`config.mk`:
```
export PLATFORM = sky130hd
export DESIGN_NAME = bif_bus_arb_flat
export DESIGN_NICKNAME = d
export VERILOG_FILES = /design/src/rtl/bif_bus_arb_if.sv /design/src/rtl/bif_bus_arb.sv /design/src/flat_wrapper.sv
export SDC_FILE = /design/constraint.sdc
export NUM_CORES = 1
export LEC_CHECK = 0
export ABC_CLOCK_PERIOD_IN_PS = 3700
export BUFFER_PORTS_ARGS = -buffer_cell sky130_fd_sc_hd__buf_2
export CAP_MARGIN = 20
export CORE_MARGIN = 4
export CORE_UTILIZATION = 54
export DETAILED_ROUTE_END_ITERATION = 12
export HOLD_SLACK_MARGIN = 0.08
export PLACE_DENSITY = 0.8
export SYNTH_ARGS = -nofsm -noshare
export SYNTH_HDL_FRONTEND = slang
export SYNTH_SLANG_ARGS = --single-unit
```
`constraint.sdc`:
```
create_clock -name sysclk -period 3.7 [get_ports sysclk]
set_clock_uncertainty 0.05 [all_clocks]
set_input_delay 0.185 -clock sysclk [delete_from_list [all_inputs] [get_ports sysclk]]
set_output_delay 0.185 -clock sysclk [all_outputs]
set_load 0.05 [all_outputs]
```
`src/rtl/bif_bus_arb_if.sv`:
```
// Request, grant and transfer-strobe signals shared between the BIF bus arbiter
// and the requesters/slaves it sequences.
interface bif_bus_arb_if;
  logic CLEAR_n;
  logic REFRQ_n;
  logic IBREQ_n;
  logic CRQ_n;
  logic IORQ_n;
  logic IBDRY_n;
  logic IBPERR_n;
  logic RGNT_n;
  logic BGNT_n;
  logic CGNT_n;
  logic IOGNT_n;
  logic BAPR_n;
  logic BUSY;
  logic TOUT;
  logic BERROR_n;

  modport master (
    input  CLEAR_n, REFRQ_n, IBREQ_n, CRQ_n, IORQ_n, IBDRY_n, IBPERR_n,
    output RGNT_n, BGNT_n, CGNT_n, IOGNT_n, BAPR_n, BUSY, TOUT, BERROR_n
  );

  modport slave (
    output CLEAR_n, REFRQ_n, IBREQ_n, CRQ_n, IORQ_n, IBDRY_n, IBPERR_n,
    input  RGNT_n, BGNT_n, CGNT_n, IOGNT_n, BAPR_n, BUSY, TOUT, BERROR_n
  );
endinterface

```
`src/rtl/bif_bus_arb.sv`:
```
// Bus grant arbiter and transfer sequencer for the BIF datapath/BCTL pair.
// Define BIF_ARB_TIMEOUT_EN to build the WAIT_DRY timeout supervisor.
module bif_bus_arb #(
  parameter int APR_CYCLES  = 2,
  parameter int TURN_CYCLES = 1,
  parameter int TOUT_CYCLES = 255,
  parameter int TOUT_W      = 8
) (
  input  logic         sysclk,
  input  logic         sys_rst,
  bif_bus_arb_if.master bus
);

  typedef enum logic [2:0] {
    S_IDLE,
    S_GRANT,
    S_APR,
    S_WAIT_DRY,
    S_DONE
  } state_t;

  typedef enum logic [1:0] {
    OWN_REF,
    OWN_EXT,
    OWN_CPU,
    OWN_IO
  } owner_t;

  localparam int PHASE_MAX = (APR_CYCLES > TURN_CYCLES) ? APR_CYCLES : TURN_CYCLES;
  localparam int PW        = $clog2(PHASE_MAX + 1);
  localparam logic [PW-1:0] APR_LAST  = PW'(APR_CYCLES - 1);
  localparam logic [PW-1:0] TURN_LAST = PW'(TURN_CYCLES - 1);

  if (APR_CYCLES < 1 || TURN_CYCLES < 1 || TOUT_W < 1 ||
      TOUT_CYCLES < 1 || TOUT_CYCLES > ((1 << TOUT_W) - 1)) begin : g_bad_params
    $error("bif_bus_arb: illegal parameter combination");
  end

  state_t        state_q, state_d;
  owner_t        owner_q, owner_d;
  owner_t        winner;
  owner_t        cpu_owner;
  logic          ptr_cpu_q, ptr_cpu_d;
  logic [PW-1:0] phase_cnt_q, phase_cnt_d;
  logic [3:0]    gnt_q, gnt_d;
  logic          bapr_q, bapr_d;

  logic req_ref, req_ext, req_mem, req_io, any_cpu, any_req;
  logic clear, dry, perr;
  logic tout_hit, tout_pulse, perr_pulse;

  assign req_ref = ~bus.REFRQ_n;
  assign req_ext = ~bus.IBREQ_n;
  assign req_mem = ~bus.CRQ_n;
  assign req_io  = ~bus.IORQ_n;
  assign clear   = ~bus.CLEAR_n;
  assign dry     = ~bus.IBDRY_n;
  assign perr    = ~bus.IBPERR_n;
  assign any_cpu = req_mem | req_io;
  assign any_req = req_ref | req_ext | any_cpu;

  // Refresh always wins; ptr_cpu_q says which class gets the tie when both
  // the external master and the CPU are asking.
  always_comb begin
    cpu_owner = req_mem ? OWN_CPU : OWN_IO;
    winner    = cpu_owner;
    if (req_ref) begin
      winner = OWN_REF;
    end else if (req_ext && any_cpu) begin
      winner = ptr_cpu_q ? cpu_owner : OWN_EXT;
    end else if (req_ext) begin
      winner = OWN_EXT;
    end
  end

`ifdef BIF_ARB_TIMEOUT_EN
  localparam logic [TOUT_W-1:0] TOUT_LIM = TOUT_W'(TOUT_CYCLES);

  logic [TOUT_W-1:0] tout_cnt_q, tout_cnt_d, tout_next;

  // The timeout fires in the cycle whose closing edge brings the count to the limit.
  always_comb begin
    tout_next  = (tout_cnt_q == '1) ? tout_cnt_q : tout_cnt_q + 1'b1;
    tout_hit   = (state_q == S_WAIT_DRY) && !dry && (tout_next >= TOUT_LIM);
    tout_cnt_d = ((state_q == S_WAIT_DRY) && (state_d == S_WAIT_DRY)) ? tout_next : '0;
  end

  always_ff @(posedge sysclk or posedge sys_rst) begin
    if (sys_rst) begin
      tout_cnt_q <= '0;
    end else begin
      tout_cnt_q <= tout_cnt_d;
    end
  end
`else
  assign tout_hit = 1'b0;
`endif

  assign tout_pulse = tout_hit && !clear;
  assign perr_pulse = (state_q == S_WAIT_DRY) && dry && perr && !clear;

  always_comb begin
    state_d     = state_q;
    owner_d     = owner_q;
    ptr_cpu_d   = ptr_cpu_q;
    phase_cnt_d = phase_cnt_q;

    unique case (state_q)
      S_IDLE: begin
        if (any_req) begin
          owner_d = winner;
          state_d = S_GRANT;
          if (winner != OWN_REF) begin
            ptr_cpu_d = ~ptr_cpu_q;
          end
        end
      end
      S_GRANT: begin
        state_d     = S_APR;
        phase_cnt_d = '0;
      end
      S_APR: begin
        if (phase_cnt_q == APR_LAST) begin
          state_d     = S_WAIT_DRY;
          phase_cnt_d = '0;
        end else begin
          phase_cnt_d = (phase_cnt_q == '1) ? phase_cnt_q : phase_cnt_q + 1'b1;
        end
      end
      S_WAIT_DRY: begin
        if (dry || tout_hit) begin
          state_d     = S_DONE;
          phase_cnt_d = '0;
        end
      end
      S_DONE: begin
        if (phase_cnt_q == TURN_LAST) begin
          state_d     = S_IDLE;
          phase_cnt_d = '0;
        end else begin
          phase_cnt_d = (phase_cnt_q == '1) ? phase_cnt_q : phase_cnt_q + 1'b1;
        end
      end
      default: begin
        state_d     = S_IDLE;
        phase_cnt_d = '0;
      end
    endcase

    // A synchronous abort discards the transfer but keeps the round-robin history.
    if (clear) begin
      state_d     = S_IDLE;
      owner_d     = owner_q;
      ptr_cpu_d   = ptr_cpu_q;
      phase_cnt_d = '0;
    end
  end

  always_comb begin
    gnt_d  = 4'b0000;
    bapr_d = (state_d == S_APR);
    if ((state_d == S_GRANT) || (state_d == S_APR) || (state_d == S_WAIT_DRY)) begin
      unique case (owner_d)
        OWN_REF: gnt_d = 4'b0001;
        OWN_EXT: gnt_d = 4'b0010;
        OWN_CPU: gnt_d = 4'b0100;
        OWN_IO:  gnt_d = 4'b1000;
        default: gnt_d = 4'b0000;
      endcase
    end
  end

  always_ff @(posedge sysclk or posedge sys_rst) begin
    if (sys_rst) begin
      state_q     <= S_IDLE;
      owner_q     <= OWN_CPU;
      ptr_cpu_q   <= 1'b1;
      phase_cnt_q <= '0;
      gnt_q       <= 4'b0000;
      bapr_q      <= 1'b0;
    end else begin
      state_q     <= state_d;
      owner_q     <= owner_d;
      ptr_cpu_q   <= ptr_cpu_d;
      phase_cnt_q <= phase_cnt_d;
      gnt_q       <= gnt_d;
      bapr_q      <= bapr_d;
    end
  end

  assign bus.RGNT_n   = ~gnt_q[0];
  assign bus.BGNT_n   = ~gnt_q[1];
  assign bus.CGNT_n   = ~gnt_q[2];
  assign bus.IOGNT_n  = ~gnt_q[3];
  assign bus.BAPR_n   = ~bapr_q;
  assign bus.BUSY     = (state_q != S_IDLE);
  assign bus.TOUT     = tout_pulse;
  assign bus.BERROR_n = ~(tout_pulse | perr_pulse);

endmodule

```
`src/flat_wrapper.sv`:
```
// flat-port wrapper written by rule: the top's interface ports become plain ports
module bif_bus_arb_flat 
#(
  parameter int APR_CYCLES  = 2,
  parameter int TURN_CYCLES = 1,
  parameter int TOUT_CYCLES = 255,
  parameter int TOUT_W      = 8
)
  (sysclk, sys_rst, bus_CLEAR_n, bus_REFRQ_n, bus_IBREQ_n, bus_CRQ_n, bus_IORQ_n, bus_IBDRY_n, bus_IBPERR_n, bus_RGNT_n, bus_BGNT_n, bus_CGNT_n, bus_IOGNT_n, bus_BAPR_n, bus_BUSY, bus_TOUT, bus_BERROR_n);
  bif_bus_arb_if bus_i ();
  input  logic sysclk;
  input  logic sys_rst;
  input wire logic [$bits(bus_i.CLEAR_n)-1:0] bus_CLEAR_n;
  input wire logic [$bits(bus_i.REFRQ_n)-1:0] bus_REFRQ_n;
  input wire logic [$bits(bus_i.IBREQ_n)-1:0] bus_IBREQ_n;
  input wire logic [$bits(bus_i.CRQ_n)-1:0] bus_CRQ_n;
  input wire logic [$bits(bus_i.IORQ_n)-1:0] bus_IORQ_n;
  input wire logic [$bits(bus_i.IBDRY_n)-1:0] bus_IBDRY_n;
  input wire logic [$bits(bus_i.IBPERR_n)-1:0] bus_IBPERR_n;
  output wire logic [$bits(bus_i.RGNT_n)-1:0] bus_RGNT_n;
  output wire logic [$bits(bus_i.BGNT_n)-1:0] bus_BGNT_n;
  output wire logic [$bits(bus_i.CGNT_n)-1:0] bus_CGNT_n;
  output wire logic [$bits(bus_i.IOGNT_n)-1:0] bus_IOGNT_n;
  output wire logic [$bits(bus_i.BAPR_n)-1:0] bus_BAPR_n;
  output wire logic [$bits(bus_i.BUSY)-1:0] bus_BUSY;
  output wire logic [$bits(bus_i.TOUT)-1:0] bus_TOUT;
  output wire logic [$bits(bus_i.BERROR_n)-1:0] bus_BERROR_n;
  assign bus_i.CLEAR_n = bus_CLEAR_n;
  assign bus_i.REFRQ_n = bus_REFRQ_n;
  assign bus_i.IBREQ_n = bus_IBREQ_n;
  assign bus_i.CRQ_n = bus_CRQ_n;
  assign bus_i.IORQ_n = bus_IORQ_n;
  assign bus_i.IBDRY_n = bus_IBDRY_n;
  assign bus_i.IBPERR_n = bus_IBPERR_n;
  assign bus_RGNT_n = bus_i.RGNT_n;
  assign bus_BGNT_n = bus_i.BGNT_n;
  assign bus_CGNT_n = bus_i.CGNT_n;
  assign bus_IOGNT_n = bus_i.IOGNT_n;
  assign bus_BAPR_n = bus_i.BAPR_n;
  assign bus_BUSY = bus_i.BUSY;
  assign bus_TOUT = bus_i.TOUT;
  assign bus_BERROR_n = bus_i.BERROR_n;
  bif_bus_arb #(.APR_CYCLES(APR_CYCLES), .TURN_CYCLES(TURN_CYCLES), .TOUT_CYCLES(TOUT_CYCLES), .TOUT_W(TOUT_W)) u_core (.sysclk(sysclk), .sys_rst(sys_rst), .bus(bus_i));
endmodule
```
=== Yosys cells after proc, flatten, opt, wreduce, memory -nomap -nowiden ===
Cells that the tools add are included.

* Input port bits: 9
* Register bits: 13
* Output and inout port bits: 8
* Logic and storage cells: 72

* Bitwise logic cells: 16
* Add/subtract/negate cells: 1
* Reduce and logical (&&, ||, !) cells: 13
* Eq/ne operators: 14
* Muxes and demuxes: 22

{| class="wikitable"
|+ Operators by type and width
! cell !! count
|-
| 2-to-1 mux 2 bit || 12
|-
| one-hot mux 4 bit (4 select lines) || 1
|-
| 2-to-1 mux 3 bit || 5
|-
| one-hot mux 3 bit (5 select lines) || 1
|-
| NOT 1 bit || 13
|-
| == test 3 x 2 -> 1 bit, second input constant || 4
|-
| one-hot mux 2 bit (4 select lines) || 1
|-
| == test 2 bit, second input constant || 3
|-
| == test 3 x 1 -> 1 bit, second input constant || 2
|-
| == test 2 x 1 -> 1 bit, second input constant || 2
|-
| logical AND 1 bit || 4
|-
| logical NOT 2 bit || 2
|-
| 2-to-1 mux 4 bit || 1
|-
| AND reduction 4 bit || 1
|-
| == test 3 bit, second input constant || 1
|-
| logical NOT 3 bit || 1
|-
| != test 3 bit, second input constant || 1
|-
| OR 1 bit || 3
|-
| nonzero test 3 bit || 1
|-
| adder 2 x 1 -> 2 bit, second input constant || 1
|-
| logical OR 1 bit || 2
|-
| != test 2 bit, second input constant || 1
|-
| AND reduction 2 bit || 1
|-
| nonzero test 2 bit || 1
|-
| 2-to-1 mux 1 bit || 1
|}

=== Longest topological paths before layout ===
* Depth after elaboration: 11
* Gate-level depth with buffers: 5
* Depth with buffers taken out: 4

=== Least setup slack after synthesis ===
Ideal clock, no wire load.

* Path type: register -> output
* From: register u_core.state_q[2]
* To: output bus_BERROR_n
* Slack: 2276 ps
* Arrival time: 1189 ps
* Stages on the path, launching flop included: 4
* Required time: 3465 ps
* Path buffers: 0
* Cell sequence: dfrtp_1 inv_1 nand2_1 or3_1

* Cells in the longest elaborated chain, start to end: 5

{| class="wikitable"
|+ RTL lines
! item !! line !! text
|-
| start, declared || bif_bus_arb.sv:39 || <nowiki>state_t state_q, state_d;</nowiki>
|-
| start signal, assigned || bif_bus_arb.sv:182 || <nowiki>state_q <= state_d;</nowiki>
|-
| == test 3 x 2 -> 1 bit || bif_bus_arb.sv:100 || <nowiki>assign perr_pulse = (state_q == S_WAIT_DRY) && dry && perr && !clear;</nowiki>
|-
| logical AND 1 bit (3 in series) || bif_bus_arb.sv:100 ||
|-
| NOT 1 bit || bif_bus_arb.sv:198 || <nowiki>assign bus.BERROR_n = ~(tout_pulse | perr_pulse);</nowiki>
|-
| end, declared || flat_wrapper.sv:27 || <nowiki>output wire logic [$bits(bus_i.BERROR_n)-1:0] bus_BERROR_n;</nowiki>
|}

Every way passes these cells.

=== Final worst setup path ===
Ends and elaborated chain as after synthesis.

==> load_flow_metrics.sql <==
INSERT INTO impl_metrics (metric_group, metric, value, unit) VALUES
('yosys', 'yosys_register_bits', '13', ''),
('final_layout', 'post_route_cells_drive_above_1_share', '0.264', ''),
('setup_path', 'path_cells', 'inv_1, nand2_1, or3_1, buf_2', ''),
('timing', 'setup_viol', '0', ''),
('setup_path', 'worst_path_required', '3460', 'ps'),
('clock_tree', 'root_buffer', 'clkbuf_4', ''),
('route', 'detail_route.vias_per_cell', '5.79', ''),
('setup_path', 'timing.setup.critical_path_class', 'register to output port', ''),
('timing', 'final.setup.tns', '0', 'ps'),
('global_routing', 'grt_use_total', '0.159', ''),
('global_routing', 'grt_max_degree', '14', ''),
('setup_path', 'cp_slowest_cell', 'dfrtp_1', ''),
('route', 'drcViolationCount', '0', ''),
('timing', 'post-route-period-util', '0.490', ''),
('die', 'die_width', '44.3', 'µm'),
('route', 'drt-pass1-iter-count', '4', ''),
('timing', 'period_minus_slack', '1810', 'ps'),
('yosys', 'ys_top_cells_by_count', 'dfrtp_1, inv_1, o21ai_0', ''),
('pwr', 'areal_power_density_over_the_cells', '527', 'mW/mm²'),
('flow_run', 'drv_cap', '0', ''),
('yosys', 'synth_cell_types', '31', ''),
('yosys', 'yosys.cell_count.top_type', 'dfrtp_1', ''),
('timing', 'setup_repair_after_global_routing_missed_its_margin', 'false', ''),
('yosys', 'synth_top_area_frac', '0.387', ''),
('route', 'dr_total_vias', '608', ''),
('setup_path', 'crit_path_max_fanout', '6', ''),
('setup_path', 'cpPeakStageDelay', '460', 'ps'),
('die', 'rows', '12', ''),
('pwr', 'static_leakage', '0.375', 'nW'),
('setup_path', 'crit_arrival', '1580', 'ps'),
('final_layout', 'postLayoutCellArea', '813', 'µm²'),
('final_layout', 'count_of_inserted_antenna_diode_cells', '0', ''),
('yosys', 'ys.flop_type', 'dfrtp_1', ''),
('clock_tree', 'insertion_delay', '280', 'ps'),
('die', 'vertical_die_dimension', '44.3', 'µm'),
('final_layout', 'fill_cells', '101', ''),
('yosys', 'syn-num-nets', '83', ''),
('clock_tree', 'max-clock-path-buffers', '2', ''),
('placement', 'gp_routability_congestion', '0.776', ''),
('yosys', 'synth_area_leaders', 'dfrtp_1, dfstp_2, o21ai_0, inv_1, nand4_1', ''),
('yosys', 'synth_largest_area_cell', 'dfrtp_1', ''),
('clock_tree', 'clk_transition_reported_paths', '80', 'ps'),
('route', 'drt_first_iter_violations', '26', ''),
('worst_hold_path', 'min-delay-start', 'bus_CLEAR_n', ''),
('timing', 'maxSlewViolCount', '0', ''),
('worst_hold_path', 'timing.hold.worst.class', 'primary input to register', ''),
('yosys', 'syn_area', '711', 'µm²'),
('setup_path', 'worst_reg2reg_path_length_in_cells', '4', ''),
('clock_tree', 'numCtsBuffers', '3', ''),
('setup_path', 'startpoint_type', 'register', ''),
('setup_path', 'startpoint', 'u_core.state_q[2]', ''),
('yosys', 'synth-async-reset-ratio', '1.00', ''),
('global_routing', 'globalRouteOverflowTotal', '0', ''),
('final_layout', 'num-nets-final', '101', ''),
('yosys', 'synth_enable_flop_cells', '0', ''),
('die', 'start_util', '0.607', ''),
('yosys', 'synthesis.instances', '74', ''),
('placement', 'hpwlAfterDp', '1040', 'µm'),
('timing', 'achievable-frequency', '551', 'MHz'),
('pwr', 'finalPower', '0.428', 'mW'),
('outcome', 'outcome', 'complete, no violations', ''),
('route', 'avgRoutedWirePerCell', '13.2', 'µm'),
('worst_hold_path', 'holdPathStages', '2', ''),
('timing', 'hold_violation_total_from_the_final_report', '0', ''),
('placement', 'io_buffer_count', '15', ''),
('clock_tree', 'cts_tree', 'done', ''),
('yosys', 'mean_cell_area_of_the_mapped_netlist', '9.60', 'µm²'),
('yosys', 'seq_area_frac_synth', '0.461', ''),
('pwr', 'max-vdd-ir-drop', '0.340', 'mV'),
('global_routing', 'wire_length_of_the_first_global_routing_pass', '2260', 'µm'),
('global_routing', 'grt_antenna_before_repair', '0', '');
per-layer routing:
| metal | track usage | vias to the layer above | routed length, µm |
|---|---|---|---|
| met5 | 0 | - | 0 |
| met4 | 0.0663 | 0 | 29 |
| met3 | 0.0528 | 7 | 88 |
| met2 | 0.259 | 21 | 665 |
| met1 | 0.191 | 289 | 602 |
| li1 | - | 291 | - |
cells by family (layout without fill, tap and decap cells):
family                    Yosys count  in the layout  share of synthesized area
and+or+nand+nor                    31             31                      0.285
AOI/OAI and AO/OA                  18             18                      0.162
DFF                                13             13                      0.461
buffers and inverters              10             27                     0.0739
other                               1              1                    0.00528
xor gates and xnor gates            1              1                     0.0123
worst max-delay path, delay by kind of cell (launching register included):
kind	cells	cell delay, ps
flip-flops	1	460
AND/OR/NAND/NOR	2	450
buffers and inverters	2	380
metrics by stage:
step	hold WS [ps]	setup WS, ps	instances
2_1_floorplan	10.5	2280	74
3_3_place_gp	173	2240	100
3_5_place_dp	184	2220	100
4_1_cts	147	1910	105
5_1_grt	159	1790	105
6_report	145	1890	105
report_power, final:
group / internal [mW] / switching, mW / total, mW
Clock: 0.0419 / 0.0466 / 0.0885
Combinational: 0.0484 / 0.0915 / 0.140
Sequential: 0.176 / 0.0240 / 0.200
Total: 0.266 / 0.162 / 0.428
registers in the layout (all words and copies together) (netlist names):
name and count:
u_core.bapr_q 1, u_core.gnt_q 4, u_core.owner_q 2, u_core.phase_cnt_q 2, u_core.ptr_cpu_q 1, u_core.state_q 3
path summary, 6_finish.rpt:
check	to	slack, ps
setup reg to reg	u_core.gnt_q[3]	2190
setup / recovery	bus_BERROR_n	1890
max in group asynchronous	u_core.ptr_cpu_q	2840
hold / removal	u_core.phase_cnt_q[1]	150
min in group asynchronous	u_core.state_q[0]	410
hold reg to reg	u_core.ptr_cpu_q	460
final cells by class:
type / count / area [µm²] / area share
clock buffers: 4 / 26.3 / 0.0323
inverters: 7 / 26.3 / 0.0323
multi-input cells: 51 / 330 / 0.406
flip-flops and latches: 13 / 328 / 0.403
well taps: 14 / 17.5 / 0.0215
repair buffers: 16 / 85.1 / 0.105
placed cells by master, fill, tap and decap left out, drive strengths merged, types with 3 or more instances in the layout:
cell type   n
nand4       4
nand2       4
clkbuf      4
buf        15
and2        4
dfrtp      11
nor2        4
nor2b       3
inv         7
o21ai       6
nand3       5
a21oi       4
what timing repair did:
| action | in CTS | in global routing |
|---|---|---|
| resized for setup | 0 | 0 |
| hold endpoints to repair | 11 | 0 |
| hold buffers | 1 | 0 |
Power figures use the tool's default switching activity.
